[src/rtl/pe_psum_if.sv]
// pe_psum_if: PE-side and output-side handshake bundle for pe_psum_collector.
// The master view belongs to the collector; the slave view belongs to the
// feeder/PE/writer environment around it.
interface pe_psum_if;
  logic               in_valid;
  logic               in_ready;
  logic               pe_stall;
  logic signed [31:0] pe_psum;
  logic               out_valid;
  logic               out_ready;
  logic signed [31:0] out_data;
  logic               ovf;

  modport master (
    input  in_valid,
    input  pe_psum,
    input  out_ready,
    output in_ready,
    output pe_stall,
    output out_valid,
    output out_data,
    output ovf
  );

  modport slave (
    output in_valid,
    output pe_psum,
    output out_ready,
    input  in_ready,
    input  pe_stall,
    input  out_valid,
    input  out_data,
    input  ovf
  );
endinterface

[src/rtl/pe_psum_collector.sv]
// pe_psum_collector: tracks valid PE pipeline slots, accumulates ACC_LEN
// partial sums into a saturated 32-bit result and presents it on a
// valid/ready port, stalling the PE only when a finishing partial sum would
// overwrite an undrained result.
// Optional feature: define PSUM_RELU_EN to clamp negative results to zero
// on output (the ovf flag still reflects the unclamped sum).
module pe_psum_collector #(
  parameter int ACC_LEN = 3,
  parameter int PE_LAT  = 3
) (
  input  logic        clk,
  input  logic        rst_n,
  pe_psum_if.master   bus
);

  localparam int CNT_W = (ACC_LEN > 1) ? $clog2(ACC_LEN) : 1;
  localparam logic [CNT_W-1:0] CNT_LAST = CNT_W'(ACC_LEN - 1);

  // 33-bit sign-extended add so the true sum is always representable
  function automatic logic signed [32:0] add33(input logic signed [31:0] a,
                                               input logic signed [31:0] b);
    return {a[31], a} + {b[31], b};
  endfunction

  // A 33-bit sum is outside the 32-bit range when its top two bits differ
  function automatic logic is_clamped(input logic signed [32:0] s);
    return s[32] ^ s[31];
  endfunction

  // Clamp a 33-bit sum to [-2^31, 2^31-1]
  function automatic logic signed [31:0] sat32(input logic signed [32:0] s);
    if (is_clamped(s))
      return s[32] ? 32'sh8000_0000 : 32'sh7FFF_FFFF;
    return s[31:0];
  endfunction

`ifdef PSUM_RELU_EN
  function automatic logic signed [31:0] relu(input logic signed [31:0] x);
    return x[31] ? 32'sd0 : x;
  endfunction
`endif

  logic [PE_LAT-1:0]  vld;
  logic [CNT_W-1:0]   cnt;
  logic signed [31:0] acc;
  logic signed [31:0] out_data_q;
  logic               out_valid_q;
  logic               ovf_q;

  logic               head;
  logic               last;
  logic               first;
  logic               pe_stall;
  logic               take;
  logic signed [32:0] sum33;
  logic signed [31:0] final_sum;
  logic signed [31:0] out_load;
  logic               clip;

  // Stall, accept and next-value decode; stall never depends on in_valid
  always_comb begin
    head      = vld[PE_LAT-1];
    last      = (cnt == CNT_LAST);
    first     = (cnt == '0);
    pe_stall  = out_valid_q & ~bus.out_ready & head & last;
    take      = head & ~pe_stall;
    sum33     = add33(acc, bus.pe_psum);
    final_sum = first ? bus.pe_psum : sat32(sum33);
    clip      = ~first & is_clamped(sum33);
`ifdef PSUM_RELU_EN
    out_load  = relu(final_sum);
`else
    out_load  = final_sum;
`endif
  end

  assign bus.pe_stall  = pe_stall;
  assign bus.in_ready  = ~pe_stall;
  assign bus.out_valid = out_valid_q;
  assign bus.out_data  = out_data_q;
  assign bus.ovf       = ovf_q;

  // ---- stage boundary: valid tracker mirrors the PE pipeline ----
  // Valid shift register advances only when the PE advances
  always_ff @(posedge clk or negedge rst_n) begin
    if (!rst_n) begin
      vld <= '0;
    end else if (!pe_stall) begin
      vld[0] <= bus.in_valid;
      for (int i = 1; i < PE_LAT; i++)
        vld[i] <= vld[i-1];
    end
  end

  // ---- stage boundary: accumulation of taken partial sums ----
  // Group counter and running saturated accumulator
  always_ff @(posedge clk or negedge rst_n) begin
    if (!rst_n) begin
      cnt <= '0;
      acc <= '0;
    end else if (take) begin
      if (last) begin
        cnt <= '0;
        acc <= '0;
      end else begin
        cnt <= cnt + CNT_W'(1);
        acc <= final_sum;
      end
    end
  end

  // Sticky saturation flag, cleared only by reset
  always_ff @(posedge clk or negedge rst_n) begin
    if (!rst_n)
      ovf_q <= 1'b0;
    else if (take && clip)
      ovf_q <= 1'b1;
  end

  // ---- stage boundary: output register with valid/ready handshake ----
  // Load on group completion (even while draining); otherwise clear on drain
  always_ff @(posedge clk or negedge rst_n) begin
    if (!rst_n) begin
      out_valid_q <= 1'b0;
      out_data_q  <= '0;
    end else if (take && last) begin
      out_valid_q <= 1'b1;
      out_data_q  <= out_load;
    end else if (out_valid_q && bus.out_ready) begin
      out_valid_q <= 1'b0;
    end
  end

endmodule
[src/flat_wrapper.sv]
// flat-port wrapper written by rule: the top's interface ports become plain ports
module pe_psum_collector_flat 
#(
  parameter int ACC_LEN = 3,
  parameter int PE_LAT  = 3
)
  (clk, rst_n, bus_in_valid, bus_pe_psum, bus_out_ready, bus_in_ready, bus_pe_stall, bus_out_valid, bus_out_data, bus_ovf);
  pe_psum_if bus_i ();
  input  logic clk;
  input  logic rst_n;
  input wire logic [$bits(bus_i.in_valid)-1:0] bus_in_valid;
  input wire logic [$bits(bus_i.pe_psum)-1:0] bus_pe_psum;
  input wire logic [$bits(bus_i.out_ready)-1:0] bus_out_ready;
  output wire logic [$bits(bus_i.in_ready)-1:0] bus_in_ready;
  output wire logic [$bits(bus_i.pe_stall)-1:0] bus_pe_stall;
  output wire logic [$bits(bus_i.out_valid)-1:0] bus_out_valid;
  output wire logic [$bits(bus_i.out_data)-1:0] bus_out_data;
  output wire logic [$bits(bus_i.ovf)-1:0] bus_ovf;
  assign bus_i.in_valid = bus_in_valid;
  assign bus_i.pe_psum = bus_pe_psum;
  assign bus_i.out_ready = bus_out_ready;
  assign bus_in_ready = bus_i.in_ready;
  assign bus_pe_stall = bus_i.pe_stall;
  assign bus_out_valid = bus_i.out_valid;
  assign bus_out_data = bus_i.out_data;
  assign bus_ovf = bus_i.ovf;
  pe_psum_collector #(.ACC_LEN(ACC_LEN), .PE_LAT(PE_LAT)) u_core (.clk(clk), .rst_n(rst_n), .bus(bus_i));
endmodule
[config.mk]
export PLATFORM = sky130hd
export DESIGN_NAME = pe_psum_collector_flat
export DESIGN_NICKNAME = d
export VERILOG_FILES = /design/src/rtl/pe_psum_if.sv /design/src/rtl/pe_psum_collector.sv /design/src/flat_wrapper.sv
export SDC_FILE = /design/constraint.sdc
export NUM_CORES = 1
export LEC_CHECK = 0
export ABC_AREA = 0
export CAP_MARGIN = 15
export CORE_ASPECT_RATIO = 1.75
export CORE_UTILIZATION = 56
export DETAILED_ROUTE_END_ITERATION = 6
export PLACE_DENSITY = 0.81
export SLEW_MARGIN = 30
export SYNTH_ARGS = -nofsm -noshare
export SYNTH_HDL_FRONTEND = slang
export SYNTH_SLANG_ARGS = --single-unit
[constraint.sdc]
create_clock -name clk -period 3.8 [get_ports clk]
set_input_delay 0.95 -clock clk [delete_from_list [all_inputs] [get_ports clk]]
set_output_delay 0.95 -clock clk [all_outputs]
set_load 0.01 [all_outputs]
# --- Yosys cells after proc, flatten, opt, wreduce, memory -nomap -nowiden ---
# Cells that the tools add are included.
word_totals:
  reg_bits: 71
  output_inout_bits: 36
  word_cells: 32
classes:
  n_addsub: 2
  eq_ne: 1
  n_mux: 9
  bitwise: 9
  reduce_logical: 5
ops:
  columns: ["operator", "count"]
  rows:
  - ["$mux W32", 5]
  - ["$add A32 B32 Y33", 1]
  - ["$and A1 B1 Y1", 5]
  - ["$logic_and A1 B1 Y1", 3]
  - ["$mux W1", 3]
  - ["$not A1 Y1", 3]
  - ["$add A2 B1 Y2 const B", 1]
  - ["$eq A2 B2 Y1 const B", 1]
  - ["$logic_not A2 Y1", 1]
  - ["$mux W2", 1]
  - ["$reduce_bool A2 Y1", 1]
  - ["$xor A1 B1 Y1", 1]

# --- Longest topological paths before layout ---
depth:
  depth_word: 8
  depth_mapped: 14
  ltp_nobuf: 12

# --- Worst setup path before layout ---
# OpenSTA, ideal clock, no wires.
synth_timing:
  path_kind: "input -> register"
  startpoint: "input bus_pe_psum[0]"
  endpoint: "register u_core.out_data_q[15] (netlist: u_core.bus.out_data[15])"
  setup_time_ns: 0.131
  arrival_time_ns: 3.593
  required_ns: 3.669
  setup_slack_ns: 0.076
  cell_stages: 12
  cell_sequence: "ha_1 > inv_1 > fa_1 > nand2b_1 > a21oi_2 > a41oi_1 > o41a_1 > o211a_1 > or3_4 > a221oi_1 > a31o_2 > o21ai_0"
synth_between:
  elab_chain_len: 5
  word_cells_on_any_way: 7
synth_lines:
  columns: ["element", "line_no", "rtl"]
  rows:
  - ["start, declared", "flat_wrapper.sv:12", "input wire logic [$bits(bus_i.pe_psum)-1:0] bus_pe_psum;"]
  - ["$add A32 B32 Y33 *", "pe_psum_collector.sv:22", "return {a[31], a} + {b[31], b};"]
  - ["$mux W32 / $xor A1 B1 Y1 (equally long branches)", "pe_psum_collector.sv:33, pe_psum_collector.sv:27", null]
  - ["$mux W32 / $mux W1 (equally long branches)", "pe_psum_collector.sv:32", "if (is_clamped(s))"]
  - ["$mux W32 *", "pe_psum_collector.sv:34", "return s[31:0];"]
  - ["$mux W32 *", "pe_psum_collector.sv:68", "final_sum = first ? bus.pe_psum : sat32(sum33);"]
  - ["end signal, assigned", "pe_psum_collector.sv:128", "out_data_q <= out_load;"]
  - ["end, declared", "pe_psum_collector.sv:46", "logic signed [31:0] out_data_q;"]
# Every way passes the cells marked *; elsewhere a longest branch is shown, timed or not. The select of a mux whose other input is x is not followed.
# A chain may end at the register's enable or synchronous reset.

# --- Worst setup path after layout ---
layout_timing:
  startpoint: "input bus_pe_psum[13]"
  endpoint: "register u_core.out_data_q[29] (netlist: u_core.bus.out_data[29])"
# The elaborated chain is that of the path after synthesis.

==> out/metrics.cfg <==
[synthesis]
ys_seq_area_share_pct = 35.7
synthDistinctLibCells = 67
avgSynthCellArea_um2 = 8.51
synth-seq-cells = 71
syn-num-nets = 654
synth_cells = 585
synthesis.area_um2 = 4980
synth-edff-count = 0
yosys_warnings = 0
async_flop_share_pct = 100
synth-main-ff-cell = dfrtp_1

[timing]
hold_viol = 0
fin_ws_ns = -0.0135
setup_viol = 1
period_share_pct = 100
min_period_ns = 3.81
fin_skew_ns = 0.00826
slew_viol_final = 0
worst_slew_margin_rel_pct = 30.5
worst_pin_slew_ns = 1.04
max_freq_mhz = 262

[clocking]
clk_latency_ns = 0.35
cts_buffers = 9
ctsHoldBuffers = 0
clock_sinks = 71
htreeDepth = 3
clk_path_buf_depth = 2
clk_pin_slew_ns = 0.06
cts_tree = built
root_buffer = clkbuf_16

[layout]
final_area_um2 = 7290
fill_cells = 550
finalNonFillerCells = 879
drive_above_1_share_pct = 28.3
area_growth_pct = 46.3
final_nets = 826
diodes = 0

[placed_design]
routabilityCongestion = 0.966
dpl_cell_area_um2 = 6560
dp_hpwl_um = 13100
port_buffers = 71
place_inst = 855

[drt]
dr.pass1.iters = 6
routedWlPerCell_um = 22.4
num_vias = 5689
vias_per_cell = 6.47
route.detailed.drc = 0
drt-total-wl_um = 19700
ant_nets = 0
initialDrtViolationCount = 518

[status]
status = finished with violations
violations = negative setup slack

[die]
core_um2 = 8670
rows = 45
die_w_um = 73.3
start_util_pct = 57.4
die_area_um2 = 9290
die_y_um = 127
io-pin-count = 72

[global_routing]
grt_max_degree = 72
grt_pass1_wl_um = 28700
antenna_found_initial = 0
grtUsageTotal_pct = 41.4
grt_pass1_vias = 5775
overflow = 0

[power]
finalPower_mw = 7.70
p_leak_nw = 3.26
power_density_nw_per_um2 = 1060
ir_worst_vdd_v = 0.000600

[job]
drv_cap = 0

[critical_path]
cp_max_fo = 6
required_ns = 4.03
start_kind = input port
cp_data_arrival_time_ns = 4.05
path_class = in -> reg
cp-end-kind = register

[min_path]
hold_path.class = reg -> reg

==> worst max-delay path: stages <==
cell and delay (ns):
clkdlybuf4s50_1 0.43, ha_1 0.33, buf_4 0.17, nand2_1 0.13, o21ai_0 0.15, nor2_1 0.21, o21ai_2 0.12, buf_4 0.19
buf_4 0.14, a21oi_4 0.12, nor3_2 0.07, or3_4 0.41, buf_4 0.18, a21o_1 0.18, mux2_4 0.26
==> cell usage after synthesis, types with 3 or more instances <==
cell type | count | area share (%)
a31oi_1 | 7 | 0.88
o21ai_1 | 9 | 0.90
inv_1 | 8 | 0.60
nand3_1 | 8 | 0.80
a32oi_1 | 3 | 0.53
nor2_1 | 44 | 3.3
a2111oi_0 | 3 | 0.53
mux2_2 | 10 | 2.3
dfrtp_1 | 71 | 36
xor2_1 | 11 | 1.9
a21o_1 | 14 | 2.1
nor2b_1 | 6 | 0.75
a211o_1 | 3 | 0.53
o21a_1 | 5 | 0.75
nand2b_1 | 9 | 1.1
xnor2_1 | 16 | 2.8
o21ai_0 | 74 | 7.4
o31ai_1 | 4 | 0.60
and2_1 | 4 | 0.50
a221oi_1 | 3 | 0.53
buf_2 | 8 | 0.80
nand4_1 | 5 | 0.63
or2_2 | 4 | 0.50
nor4_1 | 3 | 0.38
clkbuf_1 | 21 | 1.6
a22o_1 | 8 | 1.4
and3_1 | 5 | 0.63
nand2_1 | 83 | 6.3
nor3_1 | 6 | 0.60
a21boi_0 | 3 | 0.45
ha_1 | 32 | 8.0
a21oi_1 | 42 | 4.2
o211ai_1 | 7 | 1.1
buf_6 | 3 | 0.68
==> path summary, 6_finish.rpt <==
path,startpoint,end,slack (ns),cells past startpoint
min in group asynchronous,rst_n,u_core.acc[12],0.62,1
hold reg to reg,u_core.vld[1],u_core.vld[2],0.47,1
setup / recovery,bus_pe_psum[13],u_core.bus.out_data[29],-0.01,15
max in group asynchronous,rst_n,u_core.acc[14],2.71,1
setup reg to reg,u_core.acc[4],u_core.bus.out_data[29],0.47,14
hold / removal,u_core.vld[1],u_core.vld[2],0.47,1
==> area by class of cell <==
cell class	instances	area, um2	share of cell area (%)
Sequential cell	71	1780	24.4
Multi-Input combinational cell	471	3360	46.1
Inverter	9	33.8	0.464
Clock buffer	11	243	3.33
Clock inverter	5	63.8	0.876
Timing Repair Buffer	195	1670	22.9
Tap cell	117	146	2.01
==> cell families (layout without fill, tap and decap cells) <==
group / Yosys count / count (layout) / share of synthesized area [%]
and+or+nand+nor: 186 / 186 / 17.2
xor gates and xnor gates: 27 / 27 / 4.75
DFF: 71 / 71 / 35.7
AOI/OAI and AO/OA: 212 / 212 / 27.0
buffers and inverters: 43 / 220 / 3.92
adders and majority gates: 33 / 33 / 8.44
muxes: 13 / 13 / 2.96
==> flip-flops by register name (all words and copies together), names as in the netlist <==
register              cells
u_core.acc               32
u_core.vld                3
u_core.cnt                2
u_core.bus.ovf            1
u_core.bus.out_valid      1
u_core.bus.out_data      32
==> repair_timing <==
| action | CTS | global route |
|---|---|---|
| pin swaps | 22 | 19 |
| gates resized for setup | 34 | 44 |
| buffers inserted | 6 | 2 |
| endpoints found under the setup margin | 65 | 63 |
| hold endpoints to repair | 0 | 0 |
| gates cloned | 0 | 0 |
==> cells in the final DEF, fill, tap and decap left out, types with 6 or more instances in the layout <==
cell               n
inv_1              8
clkbuf_16          9
a21o_1            14
nand2b_1           8
nand3_1            8
buf_4            123
dfrtp_1           71
a21oi_1           33
nand2_1           80
o211ai_1           7
dlygate4sd2_1      6
a21oi_2           10
dlymetal6s2s_1     7
o21ai_0           68
clkdlybuf4s50_1   57
nor2_1            42
a22o_1             8
ha_4               9
o21ai_1           12
xor2_1            11
xnor2_1           16
nor2b_1            6
mux2_2            10
ha_1              19
==> metal layers <==
metal	up-vias	global-route usage [%]	routed length, um
met3	127	7.78	1380
met2	363	74.1	10100
met4	0	26.7	1590
met1	2724	42.6	6630
met5	-	0	0
li1	2475	-	-
==> report_power, final <==
part,switching (mW),internal (mW),total (mW),leakage (nW)
sequential,0.282,1.12,1.40,0.836
combinational,2.90,2.50,5.40,2.28
clock,0.368,0.533,0.901,0.147
total,3.55,4.15,7.70,3.26
==> stage by stage <==
step                TNS [ns]  util (%)  hold slack, ns  worst slack [ns]
global route           -4.93      84.0           0.505            -0.259
global placement      -31.53      75.7           0.440            -0.587
detailed placement    -38.16      75.7           0.457            -0.691
floorplan                  0         -           0.433            0.0764
finish               -0.0135      84.0           0.471           -0.0135
CTS                        0      81.6           0.471           0.00233
Note: power is estimated with default switching activity, not from simulation.
